<file path="src/rtl/fifo_reader.sv">
// fifo_reader: read-side controller for the 8-bit synchronous FIFO.
// Pops words from the FIFO read port and absorbs the one-cycle FIFO read
// latency in a 2-entry in-order skid buffer. The words are presented
// downstream as a valid/ready stream. Optional burst shaping inserts
// GAP_CYCLES idle cycles after every BURST_LEN accepted pops.
// Optional statistics: define FIFO_READER_STATS_EN to add rd_count0
// (handshake counter) and collide0 (dropped-request pulse).
module fifo_reader #(
   parameter int DATA_W     = 8,
   parameter int BURST_LEN  = 4,
   parameter int GAP_CYCLES = 0
) (
   input  logic              clk,
   input  logic              rst0,
   input  logic              empty0,
   input  logic              full0,
   input  logic              wr_active0,
   input  logic [DATA_W-1:0] fifo_data0,
   output logic              read_enable0,
   output logic [DATA_W-1:0] m_data0,
   output logic              m_valid0,
   input  logic              m_ready0
`ifdef FIFO_READER_STATS_EN
   ,
   output logic [15:0]       rd_count0,
   output logic              collide0
`endif
);

   typedef enum logic [0:0] {
      ST_RUN = 1'b0,
      ST_GAP = 1'b1
   } state_t;

   // Counter compare values; GAP_LAST is only consulted while in ST_GAP,
   // which is unreachable when GAP_CYCLES is 0.
   localparam logic [7:0] BURST_LAST = 8'(BURST_LEN - 1);
   localparam logic [7:0] GAP_LAST   = 8'(GAP_CYCLES - 1);
   localparam bit         GAP_EN     = (GAP_CYCLES > 0);

   state_t            state_q, state_d;
   logic [7:0]        bcnt_q, bcnt_d;
   logic [7:0]        gcnt_q, gcnt_d;
   logic              inflight_q;
   logic [1:0]        occ_q, occ_d;
   logic [DATA_W-1:0] buf0_q, buf0_d;
   logic [DATA_W-1:0] buf1_q, buf1_d;

   logic              hs_s;
   logic              collide_s;
   logic              accept_s;
   logic              room_s;
   logic [2:0]        fill_s;
   logic [2:0]        limit_s;

   // Head of the skid buffer drives the stream directly from registers.
   assign m_data0  = buf0_q;
   assign m_valid0 = (occ_q != 2'd0);
   assign hs_s     = m_valid0 & m_ready0;

   // Read request: only issue when the buffer can take the word once it
   // lands, counting the word already in flight and the one leaving now.
   always_comb begin
      fill_s       = {1'b0, occ_q} + {2'b00, inflight_q};
      limit_s      = 3'd2 + {2'b00, hs_s};
      room_s       = (fill_s < limit_s);
      collide_s    = wr_active0 & ~full0;
      read_enable0 = rst0 & (state_q == ST_RUN) & ~empty0 & room_s;
      accept_s     = read_enable0 & ~collide_s;
   end

   // Skid buffer next state: capture of the in-flight word and downstream
   // handshake, keeping words in arrival order.
   always_comb begin
      occ_d  = occ_q;
      buf0_d = buf0_q;
      buf1_d = buf1_q;
      case ({inflight_q, hs_s})
         2'b10: begin
            occ_d = occ_q + 2'd1;
            if (occ_q == 2'd0) begin
               buf0_d = fifo_data0;
            end else begin
               buf1_d = fifo_data0;
            end
         end
         2'b01: begin
            occ_d  = occ_q - 2'd1;
            buf0_d = buf1_q;
         end
         2'b11: begin
            // Head leaves while a new word lands: occupancy is unchanged.
            if (occ_q == 2'd1) begin
               buf0_d = fifo_data0;
            end else begin
               buf0_d = buf1_q;
               buf1_d = fifo_data0;
            end
         end
         default: begin
            occ_d = occ_q;
         end
      endcase
   end

   // Burst shaping: count accepted pops in RUN, idle for GAP_CYCLES in GAP.
   always_comb begin
      state_d = state_q;
      bcnt_d  = bcnt_q;
      gcnt_d  = gcnt_q;
      case (state_q)
         ST_RUN: begin
            if (accept_s) begin
               if (bcnt_q == BURST_LAST) begin
                  bcnt_d = 8'd0;
                  gcnt_d = 8'd0;
                  if (GAP_EN) begin
                     state_d = ST_GAP;
                  end else begin
                     state_d = ST_RUN;
                  end
               end else begin
                  bcnt_d = bcnt_q + 8'd1;
               end
            end else begin
               // Dropped or absent request: burst position holds.
               bcnt_d = bcnt_q;
            end
         end
         ST_GAP: begin
            if (gcnt_q == GAP_LAST) begin
               gcnt_d  = 8'd0;
               state_d = ST_RUN;
            end else begin
               gcnt_d = gcnt_q + 8'd1;
            end
         end
         default: begin
            state_d = ST_RUN;
         end
      endcase
   end

   // State registers; reset discards any in-flight word and clears the buffer.
   always_ff @(posedge clk) begin
      if (!rst0) begin
         state_q    <= ST_RUN;
         bcnt_q     <= 8'd0;
         gcnt_q     <= 8'd0;
         inflight_q <= 1'b0;
         occ_q      <= 2'd0;
         buf0_q     <= '0;
         buf1_q     <= '0;
      end else begin
         state_q    <= state_d;
         bcnt_q     <= bcnt_d;
         gcnt_q     <= gcnt_d;
         inflight_q <= accept_s;
         occ_q      <= occ_d;
         buf0_q     <= buf0_d;
         buf1_q     <= buf1_d;
      end
   end

`ifdef FIFO_READER_STATS_EN
   logic [15:0] rd_count_q;
   logic        collide_q;

   // Statistics: wrapping handshake count and one-cycle dropped-request pulse.
   always_ff @(posedge clk) begin
      if (!rst0) begin
         rd_count_q <= 16'd0;
         collide_q  <= 1'b0;
      end else begin
         if (hs_s) begin
            rd_count_q <= rd_count_q + 16'd1;
         end else begin
            rd_count_q <= rd_count_q;
         end
         collide_q <= read_enable0 & collide_s;
      end
   end

   assign rd_count0 = rd_count_q;
   assign collide0  = collide_q;
`else
   // Statistics outputs are not built in this configuration.
`endif

endmodule

</file>
<file path="config.mk">
export PLATFORM = sky130hd
export DESIGN_NAME = fifo_reader
export DESIGN_NICKNAME = d
export VERILOG_FILES = /design/src/rtl/fifo_reader.sv
export SDC_FILE = /design/constraint.sdc
export NUM_CORES = 1
export LEC_CHECK = 0
export CAP_MARGIN = 20
export CORE_UTILIZATION = 53
export CTS_CLUSTER_SIZE = 40
export DETAILED_ROUTE_END_ITERATION = 7
export PLACE_DENSITY = 0.78
export REMOVE_ABC_BUFFERS = 1
export SYNTH_ARGS = -nofsm -noshare
export SYNTH_HDL_FRONTEND = slang
export SYNTH_SLANG_ARGS = --single-unit
</file>
<file path="constraint.sdc">
create_clock -name clk -period 3 [get_ports clk]
set_clock_uncertainty 0.05 [all_clocks]
set_input_delay 0.45 -clock clk [delete_from_list [all_inputs] [get_ports clk]]
set_output_delay 0.45 -clock clk [all_outputs]
set_load 0.01 [all_outputs]
</file>
==> run_results.csv, run 1 <==
group,metric,value,unit
worst_setup_path,crit_type,"reg2out",
layout,multiInputGateArea,941,sq um
clocking,h-tree-depth,2,
global_route,antenna_found_initial,0,
floorplan,die_area,0.00350,sq mm
timing,period_share,91.7,%
placement,place.port_buffers,23,
global_route,grt_max_degree,25,
clocking,cts_buffers,5,
worst_setup_path,end_kind,"primary output",
worst_hold_path,hp-start,"m_data0[7]",
timing,maxSlewViolCount,0,
worst_setup_path,required,2.50,ns
logic_synthesis,synth-seq-area-share,41.6,%
layout,areaGrowthSynthToFinish,20.4,%
layout,drive_above_1_share,6.79,%
placement,hpwl,2770,microns
drt,ant_nets,0,
logic_synthesis,synth_seq_cells,36,
worst_setup_path,r2r_cells,9,
clocking,cts.clk_slew.worst_paths,0.11,ns
logic_synthesis,syn_area,0.00173,sq mm
timing,timing.fmax,363,MHz
layout,antenna_cells,0,
timing,setup_viol,0,
timing,slew_headroom,54.6,%
power_and_ir_drop,ir_drop,0.000416,V
clocking,insertion_delay,0.34,ns
drt,drt_iter0_markers,49,
clocking,cts_tree,"built",
worst_setup_path,cp_max_fo,6,
logic_synthesis,synth.avg_cell_area,9.01,sq um
logic_synthesis,synth.distinct_cells,42,
power_and_ir_drop,power_density,713,mW/mm^2
timing,min_period,2.75,ns
worst_hold_path,whs_path_depth,2,
floorplan,rows,20,
clocking,cts.path.max_buffers,2,
logic_synthesis,synth_edf_count,0,
global_route,grt_pass1_vias,1412,
logic_synthesis,synthArstFlopShare,0,%
drt,viasPerCell,5.72,
floorplan,core_area,0.00308,sq mm
timing,fin_setup_tns,0,ns
worst_setup_path,start_kind,"register",
placement,dpl_cell_area,0.00202,sq mm
floorplan,io_pins,24,
layout,n_fill_cell,271,
logic_synthesis,synth_area_leaders,"dfxtp_1, ha_1, mux2i_1, nor2_1, a221oi_1",
global_route,grt_pass1_wl,6120,microns
logic_synthesis,synthCells,192,
drt,via_count,1516,
logic_synthesis,yosysWarnings,0,
global_route,overflow,0,
worst_setup_path,r2r_end,"buf1_q[2]",
layout,nNetsFinal,244,
clocking,cts_hold_buffers,0,
placement,place.gp.congestion,0.854,
clocking,root_buffer,"clkbuf_4",
logic_synthesis,ys.flop_type,"dfxtp_1",
timing,hold_viol_final,0,
worst_setup_path,r2r_start,"occ_q[0]",
job,max_cap_viol_count,0,
clocking,cts_num_sinks,36,
floorplan,die_x,59.1,microns
drt,drt_wl_total,3740,microns
power_and_ir_drop,p_leak,0.825,nW
layout,register_area,721,sq um
worst_hold_path,hold_path_end,"m_data0[7]",
timing,rsz0062_at_grt,"false",
clocking,postCtsResizedCells,0,
floorplan,initial_core_util,56.2,%
timing,tightest_slew,0.681,ns
drt,wl_per_cell,14.1,microns
floorplan,die_y,59.1,microns
logic_synthesis,synth_top_area_share,41.6,%
worst_setup_path,worstPathArrival,2.25,ns
drt,drc,0,
drt,drt_first_pass_iters,4,
logic_synthesis,yosysTopAreaCell,"dfxtp_1",
worst_setup_path,rrSetupSlack,0.53,ns
power_and_ir_drop,p_total,1.49,mW
layout,fin_area,0.00208,sq mm
run_status,status,"completed",
global_route,grtUsageTotal,23.6,%
clocking,post-cts-setup-buffers,0,
worst_hold_path,hp-class,"reg2reg",
==> layout make-up <==
| cell class | instances | area share [%] |
|---|---|---|
| multi-input combinational | 138 | 45.2 |
| timing repair buffer | 25 | 11.8 |
| clock buffer | 7 | 3.12 |
| sequential | 36 | 34.6 |
| inverter | 15 | 2.70 |
| tap | 44 | 2.64 |
==> per-stage QoR <==
step           std cells  util, %  worst slack, ns  hold WS (ns)
2_1_floorplan        189        -            0.859         0.399
3_3_place_gp         258     65.6            0.469         0.410
3_5_place_dp         258     65.6            0.362         0.441
4_1_cts              265     67.7            0.247         0.456
5_1_grt              265     67.7            0.154         0.473
6_report             265     67.7            0.248         0.454
==> state kept, by name, summed over array words and instances (netlist names) <==
| name | flops |
|---|---|
| bcnt_q | 8 |
| buf1_q | 8 |
| gcnt_q | 8 |
| inflight_q | 1 |
| m_data0 | 8 |
| occ_q | 2 |
| state_q | 1 |
==> per-layer routing <==
metal / share of wire [%] / routed length (microns) / vias to the layer above / GRT usage, %
met5: 0 / 0 / - / 0
met4: 1.2 / 44 / 0 / 9.52
met3: 3.2 / 119 / 6 / 7.42
met2: 51 / 1920 / 19 / 39.8
met1: 44 / 1660 / 731 / 27.9
li1: - / - / 760 / -
==> logic make-up (layout without fill, tap and decap cells) <==
group           after synthesis  count (layout)  synth area share [%]
simple gates                 76              76                  23.3
compound gates               40              40                  17.3
flops                        36              36                  41.6
buf+inv                      18              47                  3.98
mux                          10              10                  5.78
fa+ha+maj                     9               9                  6.51
xor+xnor                      3               3                  1.52
==> power by group <==
part           internal, mW  total [mW]  switching, mW
Clock                 0.133       0.291          0.158
Sequential            0.557       0.605         0.0479
Combinational         0.270       0.591          0.321
Total                 0.959        1.49          0.527
==> how the worst max path moves through the flow <==
stage                     startpoint           end
after floorplan             occ_q[0]     buf1_q[0]
final                     inflight_q  read_enable0
after CTS                 inflight_q  read_enable0
after global placement      m_ready0     buf1_q[3]
after detailed placement    m_ready0     buf1_q[6]
after global routing      inflight_q  read_enable0
==> layout by cell type (no fill, tap or decap), drive strengths merged, types with 3 or more instances in the layout <==
cell type      instances
ha                     9
inv                   14
clkdlybuf4s50         23
o21ai                  7
clkbuf                 7
mux2i                 10
xor2                   3
nand4                  4
nor2b                  3
dfxtp                 36
nand2                 12
a221oi                 8
nand3                 11
or3                    4
nor3                  10
a21oi                  8
o211ai                 6
nor2                  19
==> critical path: stages, from the launching register on <==
cell,delay [ns]
dfxtp_1,0.38
ha_1,0.23
ha_1,0.21
nor4b_4,0.34
o21a_1,0.21
clkdlybuf4s50_1,0.54
==> Yosys cell counts, types with 2 or more instances <==
cell / count
a21o_1: 2
a21oi_1: 8
a221oi_1: 8
and3_1: 2
clkbuf_1: 2
dfxtp_1: 36
ha_1: 9
inv_1: 14
mux2i_1: 10
nand2_1: 12
nand2b_1: 2
nand3_1: 11
nand4_1: 4
nor2_1: 19
nor2b_1: 3
nor3_1: 10
o211ai_1: 5
o21ai_0: 5
or3_1: 4
or4_1: 2
xor2_1: 3
(Power assumes the default switching activity.)
==> run 2: changes to the inputs <==
--- a/config.mk
+++ b/config.mk
@@ -14,3 +14,4 @@
 export SYNTH_ARGS = -nofsm -noshare
 export SYNTH_HDL_FRONTEND = slang
 export SYNTH_SLANG_ARGS = --single-unit
+export TNS_END_PERCENT = 100
==> results of run 2 <==
No change in the layout: final DEF, timing and power equal those of run 1.
==> run 3: changes to the inputs <==
--- a/config.mk
+++ b/config.mk
@@ -6,10 +6,10 @@
 export NUM_CORES = 1
 export LEC_CHECK = 0
 export CAP_MARGIN = 20
-export CORE_UTILIZATION = 53
+export CORE_UTILIZATION = 40
 export CTS_CLUSTER_SIZE = 40
 export DETAILED_ROUTE_END_ITERATION = 7
-export PLACE_DENSITY = 0.78
+export DONT_BUFFER_PORTS = 1
 export REMOVE_ABC_BUFFERS = 1
 export SYNTH_ARGS = -nofsm -noshare
 export SYNTH_HDL_FRONTEND = slang
==> run 3 against run 2 <==
Critical path depth rose by 4. Fmax rose by 15%. Register-to-register slack improved by 0.07 ns. Critical path type is now reg2reg. Largest power group unchanged.
==> run_results.csv, run 3 (same netlist as run 1, synthesis figures left out) <==
group,metric,value,unit
floorplan,rows,23,
power_and_ir_drop,p_leak,0.751,nW
clocking,root_buffer,"clkbuf_8",
drt,drc,0,
worst_hold_path,hold_path_end,"bcnt_q[0]",
power_and_ir_drop,ir_drop,0.000235,V
global_route,grt_pass1_wl,5950,microns
clocking,cts_num_sinks,36,
floorplan,die_area,0.00459,sq mm
timing,slew_headroom,58.6,%
worst_setup_path,crit_type,"reg2reg",
power_and_ir_drop,p_total,1.47,mW
global_route,grtUsageMet2,27.0,%
timing,maxSlewViolCount,0,
drt,ant_nets,0,
worst_setup_path,start_kind,"register",
layout,areaGrowthSynthToFinish,9.54,%
worst_setup_path,r2r_start,"occ_q[0]",
clocking,cts.clk_slew.worst_paths,0.07,ns
worst_hold_path,hp-class,"in2reg",
drt,via_count,1415,
clocking,cts_hold_buffers,0,
timing,min_period,2.40,ns
layout,utilization,46.4,%
clocking,post-cts-setup-buffers,0,
global_route,antenna_found_initial,0,
timing,hold_viol_final,0,
placement,place.port_buffers,0,
timing,timing.fmax,416,MHz
floorplan,io_pins,24,
placement,hpwl,2610,microns
power_and_ir_drop,power_density,775,mW/mm^2
clocking,cts_tree,"built",
clocking,postCtsResizedCells,0,
layout,nNetsFinal,220,
global_route,grt_util_met1,23.0,%
clocking,cts_buffers,5,
layout,drive_above_1_share,7.07,%
worst_setup_path,r2r_cells,9,
drt,drt_iter0_markers,72,
worst_hold_path,hp-start,"rst0",
timing,fin_ws,0.597,ns
worst_hold_path,whs_path_depth,2,
clocking,cts.path.max_buffers,2,
timing,period_share,80.1,%
global_route,use_met3,4.05,%
placement,dp.cells,240,
worst_setup_path,required,3.11,ns
global_route,grt_busiest_layer,"met2",
timing,fin_setup_tns,0,ns
drt,wl_per_cell,14.4,microns
layout,stdcell_count,248,
global_route,grt_max_degree,25,
worst_setup_path,cp_max_fo,8,
worst_setup_path,worstPathArrival,2.51,ns
global_route,grtUsageTotal,17.6,%
timing,rsz0062_at_grt,"false",
drt,drt_wl_total,3570,microns
timing,setup_viol,0,
worst_setup_path,end_kind,"register",
layout,layout_commonest_cell,"dfxtp_1",
drt,drt_first_pass_iters,4,
floorplan,die_x,67.8,microns
layout,final_cell_mix,"dfxtp_1, nor2_1, inv_1",
worst_setup_path,rrSetupSlack,0.60,ns
timing,tightest_slew,0.621,ns
layout,antenna_cells,0,
floorplan,die_y,67.8,microns
clocking,h-tree-depth,2,
job,max_cap_viol_count,0,
placement,place.gp.congestion,0.887,
drt,viasPerCell,5.71,
placement,preCtsSetupSlack,0.611,ns
run_status,status,"completed",
global_route,overflow,0,
floorplan,core_area,0.00409,sq mm
clocking,insertion_delay,0.28,ns
worst_setup_path,r2r_end,"buf1_q[1]",
floorplan,initial_core_util,42.3,%
global_route,grt_pass1_vias,1319,
## run 3: per-stage QoR
| stage | area (sq um) | hold WS (ns) |
|---|---|---|
| detailed placement | 1790 | 0.424 |
| floorplan | 1720 | 0.399 |
| finish | 1900 | 0.261 |
| global route | 1900 | 0.260 |
| CTS | 1900 | 0.252 |
| global placement | 1790 | 0.418 |
## run 3: final cells by class
| class | count | area, sq um |
|---|---|---|
| Sequential cell | 36 | 721 |
| Tap cell | 50 | 62.6 |
| Inverter | 15 | 56.3 |
| Multi-Input combinational cell | 138 | 941 |
| Timing Repair Buffer | 1 | 7.51 |
| Fill cell | 392 | 2190 |
| Clock buffer | 6 | 72.6 |
| Clock inverter | 2 | 35.0 |
## run 3: metal layers
layer | routed length [microns] | part of all wire, % | up-vias
met1 | 1660 | 47 | 659
li1 | - | - | 714
met3 | 212 | 5.9 | 8
met2 | 1630 | 46 | 34
met4 | 60 | 1.7 | 0
met5 | 0 | 0 | -
## run 3: worst max-delay path by stage
stage	slack, ns	end	depth (start not counted)	from
finish	0.60	buf1_q[1]	9	occ_q[0]
global route	0.36	buf1_q[1]	9	occ_q[0]
detailed placement	0.61	buf1_q[6]	9	occ_q[0]
CTS	0.58	buf1_q[1]	9	occ_q[0]
floorplan	0.86	buf1_q[0]	9	occ_q[0]
global placement	0.72	buf1_q[5]	9	occ_q[0]
## run 3: power by group
group	total [mW]	switching (mW)	internal, mW
sequential	0.634	0.0761	0.558
combinational	0.424	0.263	0.161
clock	0.412	0.165	0.246
## run 3: worst max-delay path, stage by stage (launching register included)
cell and delay [ns]:
dfxtp_1 0.40, inv_1 0.07, ha_1 0.28, nor2b_1 0.30
inv_1 0.08, ha_1 0.20, nor2b_1 0.14, o21ai_2 0.47
mux2i_1 0.25, nor2_1 0.05
